[src/rtl/dual_port_ram_param.sv]
// Simple dual-port RAM: one write port with byte-lane enables, one read port with 1- or 2-cycle
// registered read, read-first/write-first collision policy, and an optional zero-fill sweep after reset.
module dual_port_ram_param #(
  parameter int DATA_WIDTH    = 8,
  parameter int ADDR_WIDTH    = 8,
  parameter int BYTE_WIDTH    = 8,
  parameter int READ_LATENCY  = 1,
  parameter int RW_MODE       = 0,
  parameter int INIT_ON_RESET = 1
) (
  input  logic                             clk,
  input  logic                             rst_n,
  input  logic                             read_enable,
  input  logic [ADDR_WIDTH-1:0]            read_address,
  input  logic                             write_enable,
  input  logic [ADDR_WIDTH-1:0]            write_address,
  input  logic [DATA_WIDTH-1:0]            write_data,
  input  logic [DATA_WIDTH/BYTE_WIDTH-1:0] write_byte_en,
  output logic [DATA_WIDTH-1:0]            read_data,
  output logic                             read_valid,
  output logic                             collision,
  output logic                             init_done
);

  localparam int DEPTH  = 2 ** ADDR_WIDTH;
  localparam int NUM_BE = DATA_WIDTH / BYTE_WIDTH;

  typedef enum logic [1:0] {RST, INIT, READY} state_t;

  state_t                  state;
  logic [ADDR_WIDTH-1:0]   sweep_addr;
  logic [DATA_WIDTH-1:0]   mem [DEPTH];
  logic                    rd_go;
  logic                    wr_go;
  logic                    rw_hit;
  logic [DATA_WIDTH-1:0]   rd_word;

  assign rd_go  = (state == READY) && read_enable;
  assign wr_go  = (state == READY) && write_enable;
  assign rw_hit = rd_go && wr_go && (read_address == write_address);

  always_ff @(posedge clk) begin
    if (!rst_n) begin
      state      <= RST;
      sweep_addr <= '0;
      init_done  <= (INIT_ON_RESET == 0);
    end else begin
      case (state)
        RST: begin
          if (INIT_ON_RESET != 0) begin
            state <= INIT;
          end else begin
            state     <= READY;
            init_done <= 1'b1;
          end
        end
        INIT: begin
          sweep_addr <= sweep_addr + 1'b1;
          if (&sweep_addr) begin
            state     <= READY;
            init_done <= 1'b1;
          end
        end
        READY: state <= READY;
        default: state <= RST;
      endcase
    end
  end

  // Storage has no reset: only the sweep or an accepted write changes it.
  always_ff @(posedge clk) begin
    if (rst_n) begin
      if (state == INIT) begin
        mem[sweep_addr] <= '0;
      end else if (wr_go) begin
        for (int i = 0; i < NUM_BE; i++) begin
          if (write_byte_en[i]) begin
            mem[write_address][i*BYTE_WIDTH +: BYTE_WIDTH] <= write_data[i*BYTE_WIDTH +: BYTE_WIDTH];
          end
        end
      end
    end
  end

  // Write-first forwards the enabled lanes of a same-address write into the read word.
  always_comb begin
    rd_word = mem[read_address];
    if ((RW_MODE != 0) && rw_hit) begin
      for (int i = 0; i < NUM_BE; i++) begin
        if (write_byte_en[i]) begin
          rd_word[i*BYTE_WIDTH +: BYTE_WIDTH] = write_data[i*BYTE_WIDTH +: BYTE_WIDTH];
        end
      end
    end
  end

  generate
    if (READ_LATENCY == 2) begin : g_lat2
      logic [DATA_WIDTH-1:0] s1_data;
      logic                  s1_vld;
      logic                  s1_coll;

      // The word is captured when the read is accepted, so later writes cannot disturb it.
      always_ff @(posedge clk) begin
        if (!rst_n) begin
          s1_data    <= '0;
          s1_vld     <= 1'b0;
          s1_coll    <= 1'b0;
          read_data  <= '0;
          read_valid <= 1'b0;
          collision  <= 1'b0;
        end else begin
          s1_vld     <= rd_go;
          s1_coll    <= rw_hit;
          if (rd_go) s1_data <= rd_word;
          read_valid <= s1_vld;
          collision  <= s1_coll;
          if (s1_vld) read_data <= s1_data;
        end
      end
    end else begin : g_lat1
      always_ff @(posedge clk) begin
        if (!rst_n) begin
          read_data  <= '0;
          read_valid <= 1'b0;
          collision  <= 1'b0;
        end else begin
          read_valid <= rd_go;
          collision  <= rw_hit;
          if (rd_go) read_data <= rd_word;
        end
      end
    end
  endgenerate

endmodule

[config.mk]
export PLATFORM = sky130hd
export DESIGN_NAME = dual_port_ram_param
export DESIGN_NICKNAME = d
export VERILOG_FILES = /design/src/rtl/dual_port_ram_param.sv
export SDC_FILE = /design/constraint.sdc
export NUM_CORES = 2
export LEC_CHECK = 0
export BUFFER_PORTS_ARGS = -buffer_cell sky130_fd_sc_hd__buf_4
export CORE_MARGIN = 2
export CORE_UTILIZATION = 40
export DETAILED_ROUTE_END_ITERATION = 8
export MAX_ROUTING_LAYER = met4
export PLACE_DENSITY = 0.55
export REMOVE_ABC_BUFFERS = 1
export SYNTH_ARGS = -nofsm -noshare
export SYNTH_HDL_FRONTEND = slang
export SYNTH_SLANG_ARGS = --single-unit
[constraint.sdc]
create_clock -name clk -period 6.54 [get_ports clk]
set_input_delay 0.327 -clock clk [delete_from_list [all_inputs] [get_ports clk]]
set_output_delay 0.327 -clock clk [all_outputs]
set_load 0.02 [all_outputs]
### Word level (Yosys, flattened, before mapping)

Memory sizes are Yosys's and may differ from the RTL's. A register that Yosys moved wholly into a read port is not among the register bits.
Index checks and enable logic that the tools add are counted.

| word-level totals | value |
|---|---|
| word-level logic and storage cells | 33 |
| memory bits (writable) | 2048 |
| flip-flop bits (word level) | 13 |
| output and inout port bits | 11 |
| memories | 1 |
| input port bits | 29 |

Memory list:

| memory | depth | width | rd ports | clocked after Yosys merged registers in | wr ports | line | source |
|---|---|---|---|---|---|---|---|
| mem | 256 | 8 | 1 | 1 | 1 | 32 | `logic [DATA_WIDTH-1:0] mem [DEPTH];` |

| operators by class | value |
|---|---|
| reduce and logical (&&, ||, !) cells | 9 |
| muxes and demuxes | 13 |
| equal/unequal tests | 4 |
| add/subtract/negate cells | 1 |

Operator list:

| kind | count |
|---|---|
| 2-to-1 mux 8 bit | 2 |
| 2-to-1 mux 1 bit | 9 |
| AND reduction 9 bit | 1 |
| adder 8 x 1 -> 8 bit, second input constant | 1 |
| equality test 8 bit | 1 |
| AND reduction 8 bit | 1 |
| OR reduction 8 bit | 1 |
| case mux 2 bit (3 select lines) | 1 |
| logical AND 1 bit | 4 |
| equality test 2 x 1 -> 1 bit, second input constant | 1 |
| equality test 2 bit, second input constant | 1 |
| logical NOT 2 bit | 1 |
| 2-to-1 mux 2 bit | 1 |
| != test 2 bit, second input constant | 1 |
| logical NOT 1 bit | 1 |

### Depth between registers and ports, before layout

| depth | value |
|---|---|
| depth after elaboration | 8 |
| mapped depth | 12 |
| mapped depth without buffers | 9 |

### Worst setup path before layout

No wires, ideal clock.

| timing path | value |
|---|---|
| path type | register -> register |
| from | register state[1] |
| to | memory mem[0][0] (data pin) |
| library setup time | 0.869 ns |
| buffers on the path | 3 |
| setup slack | 0.902 ns |
| data arrival time | 4.769 ns |
| cell stages (with the launch flop) | 9 |
| path through | dfxtp_1 inv_1 ha_1 buf_2 nor2b_1 and4_1 buf_2 clkbuf_1 and2_1 |

| on the way | value |
|---|---|
| longest elaborated chain between the ends | 8 |

Ends and longest elaborated chain:

| element | line | source |
|---|---|---|
| from (decl) | 30 | `state_t state;` |
| from (signal assigned) | 44 | `state <= RST;` |
| from (signal assigned) | 51 | `state <= INIT;` |
| from (signal assigned) | 53 | `state <= READY;` |
| equality test 2 bit | 39 | `assign wr_go = (state == READY) && write_enable;` |
| logical AND 1 bit | 39 |  |
| 2-to-1 mux 1 bit | 75 | `end else if (wr_go) begin` |
| 2-to-1 mux 1 bit (*) | 73 | `if (state == INIT) begin` |
| 2-to-1 mux 1 bit (*) | 72 | `if (rst_n) begin` |
| 2-to-1 mux 1 bit (not written as such) (*) | 78 | `mem[write_address][i*BYTE_WIDTH +: BYTE_WIDTH] <= write_data[i*BYTE_WIDTH +: BYTE_WIDTH];` |
| OR reduction 8 bit (no source line) (*) | - |  |
| 2-to-1 mux 8 bit (no source line) (*) | - |  |
| to (decl) | 32 |  |

Every way passes the cells marked *; elsewhere a longest branch is shown, timed or not.

### Worst setup path after layout

| timing path | value |
|---|---|
| from | register state[1] |
| to | memory mem[245][3] (enable) |

| on the way | value |
|---|---|
| longest elaborated chain between the ends | 8 |

Ends and longest elaborated chain:

| element | line |
|---|---|
| equality test 2 bit | 39 |
| logical AND 1 bit | 39 |
| 2-to-1 mux 1 bit | 75 |
| 2-to-1 mux 1 bit | 73 |
| 2-to-1 mux 1 bit | 72 |
| 2-to-1 mux 1 bit (not written as such) | 78 |
| OR reduction 8 bit (no source line) | - |
| 2-to-1 mux 8 bit (no source line) / 2-to-1 mux 1 bit (equally long branches) | - |

Several ways; a longest one is shown, not always the timed one.

==> qor.csv <==
stage,metric,value,unit
timing,final-hold-violation-count,0,
synthesis,synth_seq_cells,2069,
worst_setup_path,critPathKind,reg2reg,
timing,finClkSkew,65.4,ps
global_route,grt_pass1_vias,40300,
placed_design,dpl.cell_count,6601,
finish,fin_area,90900,µm²
worst_setup_path,crit_fanout,21,
cts,cts_tree,built,
finish,finalNonFillerCells,7004,
synthesis,synthTopCellsByArea,"edfxtp_1, mux4_2, mux2i_1",
worst_setup_path,cp_slowest_stage_delay,1080,ps
worst_setup_path,worstPathRequired,7000,ps
die,rows,165,
cts,clk_pin_slew,60,ps
pwr,p_leak,31.6,nW
timing,setup_viol,0,
synthesis,async_flop_share,0,
cts,clock_sinks,2069,
worst_setup_path,r2r_end,mem[245][3]$_DFFE_PP_,
timing,max_slew_margin,0.209,
detailed_routing,drc_errors,0,
run_status,outcome,completed,
finish,final_util,0.451,
synthesis,yosys_warnings,0,
finish,final_cell_mix,"edfxtp_1, mux4_2, mux2i_1",
global_route,overflow,0,
cts,cts_buffers,210,
detailed_routing,wl_per_cell,31.2,µm
synthesis,synth_ff_type,edfxtp_1,
synthesis,synth_area_per_cell,20.0,µm²
finish,drive_gt1_frac,0.198,
die,die_x,454,µm
cts,post-cts-setup-buffers,0,
finish,syn_to_final_growth,12.3,%
detailed_routing,drtAntennaViolNets,0,
finish,fin_nets,4178,
worst_setup_path,r2r_slack,1870,ps
die,start_util,0.401,
worst_setup_path,r2r_cells,8,
detailed_routing,via_per_inst,5.79,
timing,fin_crit,4670,ps
worst_setup_path,worstPathCellList,inv_1 -> ha_1 -> nor2b_1 -> and4_1 -> buf_4 -> o21ai_0 -> nand2_1 -> nor2_1,
detailed_routing,dr.pass1.iters,5,
global_route,grt_max_degree,179,
worst_setup_path,slowest_stage,nor2_1,
timing,worst_pin_slew,1160,ps
synthesis,synth-edff-count,2048,
synthesis,synth_top_area_frac,0.759,
timing,slew_violations,0,
worst_setup_path,cp.arrival,5130,ps
pwr,power.total,0.0276,W
finish,layout_commonest_cell,edfxtp_1,
pwr,powerDensity,304,nW/µm²
pwr,ir_drop,0.208,mV
placed_design,place_congestion,0.888,
cts,insertion_delay,880,ps
timing,setup_tns,0,ps
die,dieHeight,454,µm
cts,htreeDepth,4,
die,die-area,206000,µm²
run,drv_cap,0,
worst_hold_path,min_from,write_data[1],
detailed_routing,drt_iter0_drc,4527,
global_route,grt_pass1_wl,310,mm
worst_setup_path,critPathLaunchType,flip-flop,
worst_hold_path,whs_endpoint,mem[33][1]$_DFFE_PP_,
cts,clock_path_buffers,3,
global_route,grt_use_total,0.218,
detailed_routing,routed_wl,219,mm
timing,max_freq,214,MHz
die,core,202000,µm²
synthesis,synthCells,4039,
worst_hold_path,hold_path_class,in2reg,
placed_design,io_buffers,39,
synthesis,synth_top_cell_by_area,edfxtp_1,
cts,root_buffer,clkbuf_16,
synthesis,synthesis.area,81000,µm²
die,ios,40,
synthesis,synth_cell_types,65,
worst_setup_path,r2r-start,state[1]$_SDFFE_PN0P_,
detailed_routing,routed-via-count,40600,
timing,rsz0062_at_grt,false,
placed_design,hpwlAfterDp,135,mm
worst_setup_path,crit_path_end_kind,flip-flop,
global_route,antenna_found_initial,13,
worst_hold_path,hold_depth,2,
placed_design,placed_area,84000,µm²
synthesis,seq_area_frac_synth,0.765,
timing,finalCritPeriodShare,0.714,
## timing repair
action	in CTS	in global routing
gates resized for setup	0	0
hold buffers	4	0
endpoints found under the hold margin	19	0
## cells by family (layout without fill, tap and decap cells)
group | Yosys count | in the layout | synth area share
compound gates | 455 | 455 | 0.0396
flops | 2069 | 2069 | 0.765
simple gates | 577 | 577 | 0.0321
fa+ha+maj | 4 | 4 | 0.000618
xor+xnor | 13 | 13 | 0.00141
buf+inv | 254 | 540 | 0.0210
other cells | 0 | 7 | 0
mux | 667 | 667 | 0.141
## registers in the layout, summed over array words and instances, names as in the netlist
signal,cells
read_data,8
sweep_addr,8
init_done,1
read_valid,1
mem,2048
state,2
collision,1
## critical path: cells and delay by family (launching register included)
family,cells,cell delay [ps]
DFF,1,320
buffers and inverters,2,340
and+or+nand+nor,4,2250
adders and majority gates,1,430
AOI/OAI and AO/OA,1,890
## cell type report
class / instances / area, µm²
fillers: 17000 / 111000
flip-flops and latches: 2069 / 61900
diodes: 7 / 17.5
multi-input cells: 1716 / 17400
inverters: 10 / 37.5
well taps: 2672 / 3340
clock buffers: 248 / 5420
repair buffers: 138 / 1310
clock inverters: 144 / 1440
## per-layer routing
| layer | up-vias | share of wire | global-route usage | wire [µm] |
|---|---|---|---|---|
| li1 | 16900 | - | - | - |
| met1 | 21700 | 0.42 | 0.300 | 92100 |
| met2 | 1613 | 0.48 | 0.339 | 105000 |
| met3 | 336 | 0.067 | 0.0314 | 14700 |
| met4 | 0 | 0.032 | 0.0673 | 6920 |
| met5 | - | 0 | - | 0 |
## worst max-delay path by stage
stage	start	endpoint	cells past startpoint	slack [ps]
floorplan	state[1]$_SDFFE_PN0P_	mem[0][0]$_DFFE_PP_	5	1050
detailed placement	state[1]$_SDFFE_PN0P_	mem[3][0]$_DFFE_PP_	8	1990
global route	state[1]$_SDFFE_PN0P_	mem[5][1]$_DFFE_PP_	8	1710
global placement	state[1]$_SDFFE_PN0P_	mem[181][5]$_DFFE_PP_	10	1910
CTS	state[1]$_SDFFE_PN0P_	mem[245][6]$_DFFE_PP_	8	1950
finish	state[1]$_SDFFE_PN0P_	mem[245][3]$_DFFE_PP_	8	1870
## cells in the mapped netlist, types with 14 or more instances
library cell	count
a21oi_1	50
nand3_1	34
or2_2	17
a31oi_1	22
o21ai_0	33
mux4_2	372
nor3_1	24
buf_4	22
buf_6	37
edfxtp_1	2048
nor2_1	273
nand4_1	18
a211oi_1	50
and2_1	20
a22oi_1	83
buf_2	79
o221ai_1	46
clkbuf_1	75
nand2b_1	21
buf_8	14
nand2_1	115
dfxtp_1	21
o22ai_1	114
mux2i_1	289
## power by group
| group | switching, W | internal, W | leakage (nW) |
|---|---|---|---|
| sequential | 0.0000339 | 0.0145 | 22.0 |
| combinational | 0.000818 | 0.000389 | 6.22 |
| clock | 0.00518 | 0.00671 | 3.32 |
## per-stage QoR
stage	hold slack (ps)	worst slack, ps
3_5_place_dp	538	1990
3_3_place_gp	530	1910
6_report	64.7	1870
4_1_cts	6.79	1950
5_1_grt	68.2	1710
2_1_floorplan	449	1050
(Power assumes the default switching activity.)
